==> src/rtl/cz_regfile_pkg.sv <==
// rtl/cz_regfile_pkg.sv - shared encodings for the conditional-write register file
// Condition codes, flag-op thresholds and the condition evaluation helper.
package cz_regfile_pkg;

  localparam logic [1:0] CZ_ALWAYS  = 2'b00;
  localparam logic [1:0] CZ_IFZ     = 2'b01;
  localparam logic [1:0] CZ_IFC     = 2'b10;
  localparam logic [1:0] CZ_ALWAYS2 = 2'b11;

  localparam logic [2:0] OP_ADD     = 3'b000;
  localparam logic [2:0] OP_FLAGMAX = 3'b011;

  function automatic logic cond_met(input logic [1:0] cond, input logic c, input logic z);
    case (cond)
      CZ_IFC:  return c;
      CZ_IFZ:  return z;
      default: return 1'b1;
    endcase
  endfunction

endpackage

==> src/rtl/cz_scoreboard.sv <==
// rtl/cz_scoreboard.sv - pending-write busy bits with per-port lookup
// A set in the same cycle as a write-back clear wins; register 0 is never busy.
module cz_scoreboard
  import cz_regfile_pkg::*;
#(
  parameter int NREG = 8,
  parameter int NRD  = 2,
  parameter int AW   = $clog2(NREG)
) (
  input  logic              clk,
  input  logic              reset,
  input  logic              we,
  input  logic [AW-1:0]     wa,
  input  logic              sb_set,
  input  logic [AW-1:0]     sb_addr,
  input  logic [NRD*AW-1:0] ra,
  output logic [NRD-1:0]    rd_busy
);

  logic [NREG-1:0] busy;
  logic [NREG-1:0] busy_nxt;

  always_comb begin
    busy_nxt = busy;
    if (we) busy_nxt[wa] = 1'b0;
    if (sb_set) busy_nxt[sb_addr] = 1'b1;
    busy_nxt[0] = 1'b0;
  end

  always_ff @(posedge clk) begin
    if (reset) busy <= '0;
    else       busy <= busy_nxt;
  end

  for (genvar k = 0; k < NRD; k++) begin : g_port
    assign rd_busy[k] = busy[ra[k*AW +: AW]];
  end

endmodule

==> src/rtl/cz_regfile.sv <==
// rtl/cz_regfile.sv - register file with carry/zero conditional write-back and scoreboard
// Optional same-cycle write-to-read bypass under macro CZ_REGFILE_BYPASS_EN.
module cz_regfile
  import cz_regfile_pkg::*;
#(
  parameter int DW   = 16,
  parameter int NREG = 8,
  parameter int NRD  = 2,
  localparam int AW  = $clog2(NREG)
) (
  input  logic                clk,
  input  logic                reset,
  input  logic [DW-1:0]       pc_in,
  input  logic                we,
  input  logic [AW-1:0]       wa,
  input  logic [DW-1:0]       wd,
  input  logic [1:0]          cz_cond,
  input  logic [2:0]          flag_op,
  input  logic                c_in,
  input  logic                z_in,
  input  logic                sb_set,
  input  logic [AW-1:0]       sb_addr,
  input  logic [NRD*AW-1:0]   ra,
  output logic [NRD*DW-1:0]   rd,
  output logic [NRD-1:0]      rd_busy,
  output logic                c_flag,
  output logic                z_flag,
  output logic                wr_commit,
  output logic [NREG*DW-1:0]  regs_flat
);

  logic [DW-1:0]  rf [NREG];
  logic           c_q;
  logic           z_q;
  logic           wr_commit_q;
  logic           commit;
  logic [NRD-1:0] sb_busy;

  // Condition sees only the flags held before this edge.
  assign commit = !reset && we && cond_met(cz_cond, c_q, z_q);

  always_ff @(posedge clk) begin
    rf[0] <= pc_in;
    if (reset) begin
      for (int i = 1; i < NREG; i++) rf[i] <= '0;
      c_q         <= 1'b0;
      z_q         <= 1'b0;
      wr_commit_q <= 1'b0;
    end else begin
      if (commit && (wa != '0)) rf[wa] <= wd;
      if (we && (flag_op == OP_ADD)) c_q <= c_in;
      if (we && (flag_op < OP_FLAGMAX)) z_q <= z_in;
      wr_commit_q <= commit && (wa != '0);
    end
  end

  cz_scoreboard #(
    .NREG (NREG),
    .NRD  (NRD),
    .AW   (AW)
  ) u_sb (
    .clk     (clk),
    .reset   (reset),
    .we      (we),
    .wa      (wa),
    .sb_set  (sb_set),
    .sb_addr (sb_addr),
    .ra      (ra),
    .rd_busy (sb_busy)
  );

  for (genvar k = 0; k < NRD; k++) begin : g_rd
    logic [AW-1:0] ra_k;
    logic          hit;
    assign ra_k = ra[k*AW +: AW];
`ifdef CZ_REGFILE_BYPASS_EN
    assign hit = commit && (wa != '0) && (ra_k == wa);
`else
    assign hit = 1'b0;
`endif
    assign rd[k*DW +: DW] = (ra_k == '0) ? '0 : (hit ? wd : rf[ra_k]);
    assign rd_busy[k]     = sb_busy[k] & ~hit;
  end

  for (genvar i = 0; i < NREG; i++) begin : g_flat
    assign regs_flat[i*DW +: DW] = rf[i];
  end

  assign c_flag    = c_q;
  assign z_flag    = z_q;
  assign wr_commit = wr_commit_q;

endmodule

==> config.mk <==
export PLATFORM = sky130hd
export DESIGN_NAME = cz_regfile
export DESIGN_NICKNAME = d
export VERILOG_FILES = /design/src/rtl/cz_regfile_pkg.sv /design/src/rtl/cz_scoreboard.sv /design/src/rtl/cz_regfile.sv
export SDC_FILE = /design/constraint.sdc
export NUM_CORES = 1
export LEC_CHECK = 0
export CAP_MARGIN = 20
export CORE_UTILIZATION = 43
export DETAILED_ROUTE_END_ITERATION = 6
export GPL_TIMING_DRIVEN = 0
export PLACE_DENSITY = 0.78
export SLEW_MARGIN = 15
export SYNTH_ARGS = -nofsm -noshare
export SYNTH_HDL_FRONTEND = slang
export SYNTH_SLANG_ARGS = --single-unit
==> constraint.sdc <==
create_clock -name clk -period 2.45 [get_ports clk]
set_input_delay 0.245 -clock clk [delete_from_list [all_inputs] [get_ports clk]]
set_output_delay 0.245 -clock clk [all_outputs]
set_load 0.02 [all_outputs]
==> results by group <==
Cells and area
  – Post-route cell area: 10300 µm²
  – # diodes: 0
  – Final #Nets: 902
  – # fillers: 1266
  – Sequential cell area: 3880 µm²
  – Fin util: 0.647
  – Share of cells above drive strength 1: 0.205
  – Area of the multi-input gates: 2890 µm²
  – Synth-to-Final Area Change: 46.7%
  – Non-filler cells, final: 1074

Setup path
  – Critical Path Start Type: primary input
  – CP endpoint kind: output port
  – Biggest fanout along the worst timing path: 10
  – Kind of critical path: in2out
  – Arrival time at the worst endpoint: 2160 ps
  – CP required: 2200 ps

Clock network
  – CTS tree: yes
  – Clock-pin slew on the worst setup and hold paths: 60 ps
  – Sink Count: 138
  – Root buffer cell: clkbuf_16
  – Cts bufs inserted: 17
  – H-tree levels: 4
  – Max Root-Sink Buffers: 2
  – Clock Latency Late Sink: 430 ps
  – Setup Buffers After CTS: 0

Timing
  – Endpoints failing setup: 0
  – Worst slew pin tran: 822 ps
  – Max-slew violations: 0
  – RSZ-0062 raised after global routing: no
  – Hold Fails Final Rpt: 0
  – Ratio of final minimum period to clock period: 0.981
  – Hold WS: 299 ps
  – Crit path time final: 2400 ps
  – Max Clk Rate: 0.416 GHz
  – Slew Limit Headroom: 0.452
  – Final Skew: 4.11 ps

Yosys
  – Cells after Synth: 605
  – Post-synth EDFFs: 112
  – Area leader, netlist: edfxtp_1
  – Yosys warning count: 0
  – Syn avg cell area: 11.6 µm²
  – Sequential-to-total area share from yosys stat: 0.554
  – Yosys reg bits: 138
  – Post-synth top area share: 0.480
  – Asr flop ratio synth: 0
  – Top post-synthesis cells by area: edfxtp_1 48%, mux2_2 11%, dfxtp_1 7.4%, a221oi_1 6.0%, nor2_1 5.6%
  – Cell variety after synth: 42
  – Cell area after synthesis: 7010 µm²
  – Mapped Nets: 662
  – Dominant synthesized flop cell: edfxtp_1

Global route
  – First-pass GRT wire length: 36200 µm
  – Grt total ovfl: 0
  – Largest net degree at the start of global routing: 17
  – Vias in the first global route: 6185
  – Global Route Usage Sum: 0.304
  – Initial antenna violation count: 0

Floorplan
  – Die width: 130 µm
  – I/O pin total: 220
  – Initial Utilization: 0.441
  – Die extent in y: 130 µm
  – Row count: 46
  – Core area: 15900 µm²
  – Die ar.: 16800 µm²

Placed design
  – PortBufs: 200
  – GPL Wtd Cong: 0.851
  – HPWL Detailed: 17600 µm
  – Post-Place Cell Area: 9440 µm²
  – Dpl cells: 1028

Routing
  – Initial drt markers: 660
  – ANT nets after route: 0
  – Routed wire length: 25200 µm
  – Avg WL per Cell: 23.5 µm
  – Vias: 6258
  – Via density: 5.83
  – DRT Pass-1 Iters: 5
  – DR DRC count: 0

Worst hold path
  – Hold Path Class: in2reg

Power and ir drop
  – P_leak: 3.94 nW
  – Final Power: 6.54 mW
  – Maximum vdd drop: 0.465 mV
  – Power density over cell area: 636 nW/µm²

Job
  – # Max-Cap Violations: 0

Status
  – Status: completed
==> through the flow <==
stage               setup TNS [ps]  worst slack (ps)
global route                     0              3.32
CTS                           -193              -134
floorplan                        0              66.5
finish                           0              47.2
detailed placement          -55070              -859
global placement           -193550             -1630
==> per-layer routing <==
metal,up-vias,routed length [µm],global-route usage
li1,2735,-,-
met1,3041,9350,0.374
met2,429,12400,0.508
met3,53,2780,0.0702
met4,0,728,0.137
met5,-,0,0
==> sequential cells by signal (all words and copies together), names as in the netlist <==
signal,count
rf,128
u_sb.busy,7
c_flag,1
wr_commit,1
z_flag,1
==> power breakdown <==
group          switching (mW)  leakage (nW)  internal, mW  total [mW]
Clock                   0.964         0.287          1.68        2.64
Combinational           0.665          2.26         0.513        1.18
Sequential             0.0856          1.39          2.64        2.72
Total                    1.71          3.94          4.83        6.54
==> path summary, 6_finish.rpt <==
kind                            cells past startpoint                     from  slack, ps                 endpoint
worst max register to register                      4      c_flag$_SDFFE_PP0P_        450   rf[1][9]$_SDFFCE_PN0P_
worst max-delay path                                6                    ra[3]         50                   rd[30]
worst min-delay path                                3                    wa[0]        300  u_sb.busy[6]$_SDFF_PP0_
worst min register to register                      2  u_sb.busy[3]$_SDFF_PP0_        490  u_sb.busy[3]$_SDFF_PP0_
==> cell usage in the layout (no fill, tap or decap), types with 3 or more instances in the layout <==
cell type / instances
dlygate4sd3_1: 16
o21ai_2: 4
buf_8: 5
a221oi_2: 6
mux2i_1: 36
clkbuf_4: 8
bufinv_16: 4
nor2b_1: 6
or3_1: 3
buf_4: 8
nor2_1: 105
mux2_2: 66
nor3_1: 5
clkinv_2: 4
clkbuf_16: 17
dfxtp_1: 26
buf_6: 13
a21oi_1: 8
buf_2: 8
nand2_1: 38
dlygate4sd2_1: 16
clkdlybuf4s50_1: 169
o21ai_0: 6
inv_1: 7
clkinvlp_4: 4
clkinv_1: 4
a221oi_1: 42
o22ai_1: 16
clkbuf_1: 23
o31ai_4: 3
and2_1: 17
nor2_2: 6
clkbuf_2: 9
dlymetal6s2s_1: 7
edfxtp_1: 112
==> logic make-up after synthesis <==
group | after synthesis | share of synthesized area
AOI/OAI and AO/OA | 94 | 0.102
adders and majority gates | 2 | 0.00357
buffers and inverters | 70 | 0.0523
DFF | 138 | 0.554
muxes | 102 | 0.157
and+or+nand+nor | 199 | 0.131
==> cell usage after synthesis (2+ instances only) <==
cell type,number
nor2_2,6
and2_1,17
nand3b_1,2
edfxtp_1,112
o22ai_1,16
o21ai_0,10
nand3_1,2
buf_2,11
a31oi_1,2
buf_1,2
dfxtp_1,26
nor2_1,105
ha_1,2
nor3_1,5
mux2_2,66
a21oi_1,8
buf_4,4
buf_6,10
nand2_1,39
a221oi_1,48
mux2i_1,36
nand4b_1,2
o31ai_1,4
nand4_1,2
nand3b_2,2
inv_1,7
clkbuf_1,35
nor2b_1,8
or3_1,3
==> worst max-delay path: stages <==
cell and delay (ps):
buf_2 210, buf_2 350, clkbuf_4 340, nand3b_1 110, a31oi_1 240, clkdlybuf4s50_1 650
==> what timing repair did <==
action                                  4_1_cts  5_1_grt
hold buffers                                 16        0
endpoints found under the hold margin        16        0
endpoints found under the setup margin       42       20
gates resized for setup                      62       32
==> cell type report <==
type / count / share of cell area
flip-flops and latches: 138 / 0.378
multi-input cells: 397 / 0.281
repair buffers: 223 / 0.216
clock buffers: 17 / 0.0414
plain buffers: 60 / 0.0370
well taps: 216 / 0.0263
clock inverters: 15 / 0.0176
inverters: 8 / 0.00292
No activity file was read; power rests on OpenSTA's default activity.
